File: src/rtl/vec_inst_queue_pkg.sv
// Shared types for the vector instruction queue: opcode/func3 codes used for
// CONF detection, the stored entry layout and the issue-gating FSM states.
package vec_inst_queue_pkg;

    localparam int VQ_XLEN = 32;

    typedef enum logic [6:0] {
        V_ARITH = 7'h57
    } v_opcode_e;

    typedef enum logic [2:0] {
        CONF = 3'b111
    } v_func3_e;

    typedef struct packed {
        logic [VQ_XLEN-1:0] inst;
        logic [VQ_XLEN-1:0] rs1;
        logic [VQ_XLEN-1:0] rs2;
    } vec_iq_entry_t;

    typedef enum logic {
        IQ_RUN      = 1'b0,
        IQ_WAIT_CFG = 1'b1
    } vec_iq_state_e;

endpackage

File: src/rtl/vec_iq_fifo.sv
// Circular-buffer FIFO with first-word-fall-through read port; full/empty are
// derived from the occupancy count so pointer equality is never ambiguous.
module vec_iq_fifo #(
    parameter int W     = 96,
    parameter int DEPTH = 4
) (
    input  logic                       clk,
    input  logic                       reset,
    input  logic                       flush,
    input  logic                       wr_en,
    input  logic [W-1:0]               wr_data,
    input  logic                       rd_en,
    output logic [W-1:0]               rd_data,
    output logic [$clog2(DEPTH):0]     count,
    output logic                       full,
    output logic                       empty
);

    localparam int PW = $clog2(DEPTH);
    localparam int CW = PW + 1;

    logic [W-1:0]  mem_q [DEPTH];
    logic [PW-1:0] wr_ptr_q, wr_ptr_d;
    logic [PW-1:0] rd_ptr_q, rd_ptr_d;
    logic [CW-1:0] count_q, count_d;
    logic          do_wr;
    logic          do_rd;

    assign full  = (count_q == CW'(DEPTH));
    assign empty = (count_q == '0);
    assign count = count_q;

    // Flush drops any handshake in its cycle, including a write to storage.
    assign do_wr = wr_en && !full && !flush;
    assign do_rd = rd_en && !empty && !flush;

    always_comb begin
        wr_ptr_d = wr_ptr_q;
        rd_ptr_d = rd_ptr_q;
        count_d  = count_q;
        if (flush) begin
            wr_ptr_d = '0;
            rd_ptr_d = '0;
            count_d  = '0;
        end else begin
            if (do_wr) begin
                wr_ptr_d = (wr_ptr_q == PW'(DEPTH - 1)) ? '0 : wr_ptr_q + PW'(1);
            end
            if (do_rd) begin
                rd_ptr_d = (rd_ptr_q == PW'(DEPTH - 1)) ? '0 : rd_ptr_q + PW'(1);
            end
            case ({do_wr, do_rd})
                2'b10:   count_d = count_q + CW'(1);
                2'b01:   count_d = count_q - CW'(1);
                default: count_d = count_q;
            endcase
        end
    end

    always_ff @(posedge clk) begin
        if (reset) begin
            wr_ptr_q <= '0;
            rd_ptr_q <= '0;
            count_q  <= '0;
        end else begin
            wr_ptr_q <= wr_ptr_d;
            rd_ptr_q <= rd_ptr_d;
            count_q  <= count_d;
        end
    end

    always_ff @(posedge clk) begin
        if (do_wr) begin
            mem_q[wr_ptr_q] <= wr_data;
        end
    end

    assign rd_data = mem_q[rd_ptr_q];

endmodule

File: src/rtl/vec_inst_queue.sv
// Decoupling queue between the scalar core and vec_decode; holds issue after a
// vector-config instruction until the CSR stage reports the new vl/vtype.
//
// Handshakes: a transfer happens on a rising edge where valid && ready are both
// high; valid does not depend on ready, and flush cancels any transfer that cycle.
module vec_inst_queue
    import vec_inst_queue_pkg::*;
#(
    parameter int XLEN  = VQ_XLEN,
    parameter int DEPTH = 4
) (
    input  logic                   clk,
    input  logic                   reset,
    input  logic                   flush,
    input  logic                   in_valid,
    output logic                   in_ready,
    input  logic [XLEN-1:0]        in_inst,
    input  logic [XLEN-1:0]        in_rs1,
    input  logic [XLEN-1:0]        in_rs2,
    output logic                   out_valid,
    input  logic                   out_ready,
    output logic [XLEN-1:0]        out_inst,
    output logic [XLEN-1:0]        out_rs1,
    output logic [XLEN-1:0]        out_rs2,
    input  logic                   cfg_done,
    output logic [$clog2(DEPTH):0] count,
    output logic                   full,
    output logic                   empty,
    output vec_iq_state_e          dbg_state
);

    localparam int EW = 3 * XLEN;

    vec_iq_state_e state_q, state_d;
    logic [EW-1:0] rd_data;
    logic          head_is_conf;
    logic          deq;

    vec_iq_fifo #(
        .W     (EW),
        .DEPTH (DEPTH)
    ) u_fifo (
        .clk     (clk),
        .reset   (reset),
        .flush   (flush),
        .wr_en   (in_valid),
        .wr_data ({in_inst, in_rs1, in_rs2}),
        .rd_en   (deq),
        .rd_data (rd_data),
        .count   (count),
        .full    (full),
        .empty   (empty)
    );

    assign in_ready = !full;
    assign out_inst = rd_data[EW-1 -: XLEN];
    assign out_rs1  = rd_data[2*XLEN-1 -: XLEN];
    assign out_rs2  = rd_data[XLEN-1:0];

    assign head_is_conf = (out_inst[6:0] == V_ARITH) && (out_inst[14:12] == CONF);
    assign out_valid    = (state_q == IQ_RUN) && !empty;
    assign deq          = out_valid && out_ready;
    assign dbg_state    = state_q;

    always_comb begin
        state_d = state_q;
        if (flush) begin
            state_d = IQ_RUN;
        end else begin
            case (state_q)
                // cfg_done in this state is meaningless, even alongside a CONF issue.
                IQ_RUN: begin
                    if (deq && head_is_conf) begin
                        state_d = IQ_WAIT_CFG;
                    end
                end
                IQ_WAIT_CFG: begin
                    if (cfg_done) begin
                        state_d = IQ_RUN;
                    end
                end
                default: state_d = IQ_RUN;
            endcase
        end
    end

    always_ff @(posedge clk) begin
        if (reset) begin
            state_q <= IQ_RUN;
        end else begin
            state_q <= state_d;
        end
    end

endmodule
File: config.mk
export PLATFORM = sky130hd
export DESIGN_NAME = vec_inst_queue
export DESIGN_NICKNAME = d
export VERILOG_FILES = /design/src/rtl/vec_inst_queue_pkg.sv /design/src/rtl/vec_iq_fifo.sv /design/src/rtl/vec_inst_queue.sv
export SDC_FILE = /design/constraint.sdc
export NUM_CORES = 1
export LEC_CHECK = 0
export BUFFER_PORTS_ARGS = -buffer_cell sky130_fd_sc_hd__buf_2
export CORE_MARGIN = 3
export CORE_UTILIZATION = 39
export DETAILED_ROUTE_END_ITERATION = 8
export GPL_TIMING_DRIVEN = 0
export SLEW_MARGIN = 20
export SYNTH_ARGS = -nofsm -noshare
export SYNTH_HDL_FRONTEND = slang
export SYNTH_SLANG_ARGS = --single-unit
File: constraint.sdc
create_clock -name clk -period 3.9 [get_ports clk]
set_input_delay 0 -clock clk [delete_from_list [all_inputs] [get_ports clk]]
set_output_delay 0 -clock clk [all_outputs]
set_load 0.02 [all_outputs]
# == After elaboration in Yosys (flattened, before gate mapping) ==
# Memories as Yosys holds them, arrays and structs flattened. A register that Yosys moved wholly into a read port is not among the register bits.
# Index checks and enable logic that the tools add are counted.
# totals
register_bits,8
latch_bits,0
mem_bits_rw,384
rom_bits,0
wordCells,41
mem_count,1
# classes
add_sub_neg,4
n_mul,0
div_mod_pow,0
magnitude_cmp,0
n_eq_ne,7
n_shift,0
muxes,10
bitwise,1
reduce_logical,14
# mem_list
name,depth,word_bits,read_ports,rd_clocked_by_memory_dff,write_ports,line,source
u_fifo.mem_q,4,96,1,1,1,vec_iq_fifo.sv:22,logic [W-1:0] mem_q [DEPTH];
# op_table
operator,n
1-bit logical AND,8
2-bit 2-to-1 mux,4
7-bit equality test (second input constant),1
2-bit equality test (second input constant),3
3-bit equality test (second input constant),2
3-bit case mux with 2 select lines,1
2-bit by 1-bit adder with 2-bit output (second input constant),2
1-bit 2-to-1 mux,4
3-bit by 1-bit adder with 3-bit output (second input constant),1
1-bit zero test,3
3-bit zero test,1
3-bit by 1-bit subtractor with 3-bit output (second input constant),1
2-bit by 1-bit equality test with 1-bit output (second input constant),1
1-bit case mux with 2 select lines,1
2-bit nonzero test,1
2-bit OR reduction,1
1-bit inverter,1

# == Longest topological paths before layout ==
# depth
ltp_word,8
ltp_mapped,10
depth_no_buf,10

# == Modules after synthesis ==
# A second synthesis with hierarchy kept.
# hier_totals
hier_cells,566
area_unflattened_um2,14433.8
# by_module_without_submodules
mod,n_inst,cells_each,area_each_um2
vec_iq_fifo,1,556,14350.0
vec_inst_queue,1,10,83.8

# == Worst setup path after synthesis ==
# No wires, ideal clock.
# synth_timing
path_kind,register -> register
startpoint,"register u_fifo.count_q[0], in the netlist u_fifo.count[0]"
endpoint,"memory u_fifo.mem_q[0][0], enable pin"
t_arrival_ns,3.390
path_slack_ns,0.044
stages_incl_launch_ff,5
period_less_slack_ns,3.856
path_cell_list,dfxtp_1 > or3b_1 > nand2_1 > nor2_1 > and2_1
# synth_via
elab_chain_cells,6
# synth_rtl
element,line,source
from (decl),vec_iq_fifo.sv:25,"logic [CW-1:0] count_q, count_d;"
from (signal assigned),vec_iq_fifo.sv:68,count_q <= count_d;
3-bit equality test,vec_iq_fifo.sv:29,assign full = (count_q == CW'(DEPTH));
1-bit zero test,--,
via in_ready,vec_inst_queue.sv:16,"output logic in_ready,"
1-bit logical AND (2 in a row),vec_iq_fifo.sv:34,assign do_wr = wr_en && !full && !flush;
1-bit 2-to-1 mux,vec_iq_fifo.sv:73,if (do_wr) begin
1-bit 2-to-1 mux (not written as such),vec_iq_fifo.sv:74,mem_q[wr_ptr_q] <= wr_data;
to (decl),vec_iq_fifo.sv:22,
# The timed path passes the listed nets, and every way through them passes these cells.

==> summary.txt <==
Status
  • Status: complete, no violations

Cells and area
  • # diodes: 0
  • Fin util: 51.5%
  • Storage cell area: 11,700 um^2
  • Most common cell after layout, fill and taps aside: edfxtp_1
  • Most frequent cells in the layout: 384 x edfxtp_1, 213 x buf_2, 103 x dlygate4sd3_1
  • Area grow syn2layout: 28.8%
  • Layout fillers: 2,838
  • Post-layout nets: 1,035
  • Footprint of the multi-input gates: roughly 2500 um^2
  • Share of cells above drive strength 1: 40.3%

Detailed routing
  • Pre-antenna DRT Iters: 4
  • Via/cell ratio: 4.86
  • DRC: 0
  • Final wirelength: 28.1 mm
  • Post-DR wirelength/cell: a little under 20 um
  • DRT antenna net count: 0
  • Initial DRC count: 283
  • Total number of vias: between 6,000 and 7,000

Die
  • Die width: 198 um
  • Initial Util: 40.0%
  • I/O pin count: slightly above 200
  • Core Region: 36,000 um^2
  • # rows: 69
  • Die H: 198 um
  • Die area: between 30,000 and 40,000 um^2

Timing
  • Finish-stage setup viols: 0
  • Fin crit share: around 65%
  • Clock skew: 0.0240 ns
  • Setup_tns: 0 ns
  • Worst setup margin: 1.38 ns
  • F_max: between 0.3 and 0.4 GHz
  • Unrepaired setup endpoints after global routing: no
  • Worst Tran Pin Value: 0.674 ns
  • Hold Vio Cnt, Final: 0
  • Slew margin rel.: 55.1%
  • Final Max Tran Viols: 0
  • Hold Slack: 0.104 ns
  • Fin crit period: between 2 and 3 ns

Worst setup path
  • Setup crit end kind: output port
  • Required @ worst endpoint: 3.90 ns
  • Worst-path cell with the longest stage delay: buf_1
  • Critical Path AT: roughly 2.5 ns
  • Crit-path max cell delay: ~0.56 ns
  • Crit Path Max Fanout: 10
  • CP Cell Sequence: buf_2 > buf_2 > buf_1 > mux4_2 > buf_2
  • Cell mode on critical path: buf_2
  • Crit Path Class: flip-flop to output port
  • Crit path launch type: flip-flop

Logic synthesis
  • Post-synth net total: 674
  • Synth area leaders: edfxtp_1 80%, mux4_2 15%, dfxtp_1 1.4%, buf_6 0.55%, ha_1 0.52%
  • Post-Synth Adder-Cell Area: 0.660%
  • Simple-gate portion of the synthesized area: 1.06%
  • Flops & latches, synth: 394
  • Mapped Cells: around 570
  • Seq/Total Area, Yosys: 81.4%
  • Largest family of logic cells by synthesized area: multiplexers
  • Mux contribution to synthesized area: 15.2%
  • Top-area cell type share of the netlist area: 80.0%
  • Xor and xnor fraction of the mapped netlist area: 0.122%
  • Post-synth cell types: 30
  • Largest area contributor in the netlist: edfxtp_1
  • Mapped cell area: 14,400 um^2
  • Syn Area/Cell: 25.5 um^2
  • Yosys warning count: 0
  • Complex-gate fraction of the synthesized area: less than 1%

CTS
  • H-Tree Depth: 2
  • Max Buffers Root-to-Sink: 3
  • TritonCTS Buffers: 42
  • CTS tree: done
  • CTS root buffer: clkbuf_16
  • Post-cts resize count: 0
  • Post-CTS Setup Inserts: 0
  • Clk_lat worst skew: 0.55 ns
  • Clock transition at the registers of the reported paths: 0.05 ns
  • CTS sink cnt: between 300 and 400

Placed design
  • Pre-CTS WS: 1.50 ns
  • Port buffer count: 205
  • GP Congestion: 0.713
  • HPWL after DPL: around 18 mm

Global routing
  • Pin count of the biggest net entering global routing: 44
  • First-pass GRT wire length: about 44 mm
  • Initial antenna violation count: 0
  • GRT Util Overall: roughly 15%
  • Vias in the first global route: 7,499
  • Grt ovf: 0

Flow run
  • Max cap viols: 0

Hold path
  • Worst hold path type: input pin to flip-flop

Pwr
  • Peak VDD IR: approximately 0.44 mV
  • Static leakage: 6.25 nW
  • Design Power: 8.85 mW
  • Cell area power density: 477 nW/um^2
report_power, final:
part	internal (mW)	switching [mW]	leakage, nW	total [mW]
logic	0.207	0.229	2.06	0.436
clock network	2.17	1.51	0.621	3.68
registers	4.72	0.0149	3.57	4.73
Yosys cell counts:
| cell type | instances |
|---|---|
| a21oi_1 | 4 |
| and2_1 | 4 |
| buf_1 | 4 |
| buf_2 | 8 |
| buf_4 | 4 |
| buf_6 | 7 |
| dfxtp_1 | 10 |
| edfxtp_1 | 384 |
| fa_1 | 1 |
| ha_1 | 6 |
| inv_1 | 6 |
| inv_2 | 1 |
| mux2i_1 | 2 |
| mux4_1 | 1 |
| mux4_2 | 95 |
| nand2_1 | 3 |
| nand2b_1 | 1 |
| nand3_1 | 2 |
| nand4_1 | 1 |
| nand4b_1 | 1 |
| nor2_1 | 9 |
| nor2b_1 | 1 |
| nor3_1 | 1 |
| nor3b_2 | 1 |
| o21ai_0 | 1 |
| o32ai_2 | 1 |
| or2_1 | 1 |
| or3_1 | 2 |
| or3b_1 | 1 |
| xor2_1 | 2 |
layer usage:
layer  vias to the layer above  track usage, %  part of all wire, %
li1                       3149               -                    -
met3                        42            4.56                  6.7
met1                      3539            18.5                   42
met5                         -               0                    0
met4                         0            5.16                  2.2
met2                       167            24.2                   50
critical path, delay by kind of cell (launching register included):
family,cells,cell delay [ns]
buffers and inverters,4,1.24
multiplexers,1,0.43
flip-flops,1,0.30
stage by stage:
step / instance area [um^2] / std cells
after floorplan: 14400 / 565
final: 18600 / 1419
after CTS: 18600 / 1419
after detailed placement: 16200 / 1240
after global placement: 16000 / 1231
after global routing: 18600 / 1419
final timing paths:
kind	start	endpoint	slack, ns	depth (start not counted)
setup reg to reg	u_fifo.count[0]$_SDFFE_PP0P_	u_fifo.count[2]$_SDFFE_PP0P_	1.48	10
setup / recovery	flip-flop	out_rs1[7]	1.38	5
hold reg to reg	u_fifo.wr_ptr_q[0]$_SDFFE_PP0P_	u_fifo.wr_ptr_q[0]$_SDFFE_PP0P_	0.51	2
hold / removal	flush	u_fifo.count[0]$_SDFFE_PP0P_	0.10	5
cells by family (layout without fill, tap and decap cells):
family          after synthesis  after routing
flops                       394            394
mux                          98             98
buf+inv                      30            423
simple gates                 28             28
fa+ha+maj                     7              7
compound gates                6              6
xor+xnor                      2              2
area by class of cell:
cell class	count	share of cell area, %
Buffer	23	0.883
Clock buffer	58	6.10
Clock inverter	18	0.850
Inverter	7	0.142
Multi-Input combinational cell	141	13.5
Sequential cell	394	63.2
Tap cell	461	3.11
Timing Repair Buffer	317	12.2
sequential cells by signal, summed over array words and instances (netlist names), named ones only:
| name | flops |
|---|---|
| dbg_state | 1 |
| u_fifo.rd_ptr_q | 2 |
| u_fifo.wr_ptr_q | 2 |
| u_fifo.mem_q | 384 |
| u_fifo.count | 3 |
timing repair:
action / CTS / global route
hold buffers: 103 / 0
hold endpoints to repair: 394 / 0
endpoints found under the setup margin: 0 / 0
Note: power is estimated with default switching activity, not from simulation.
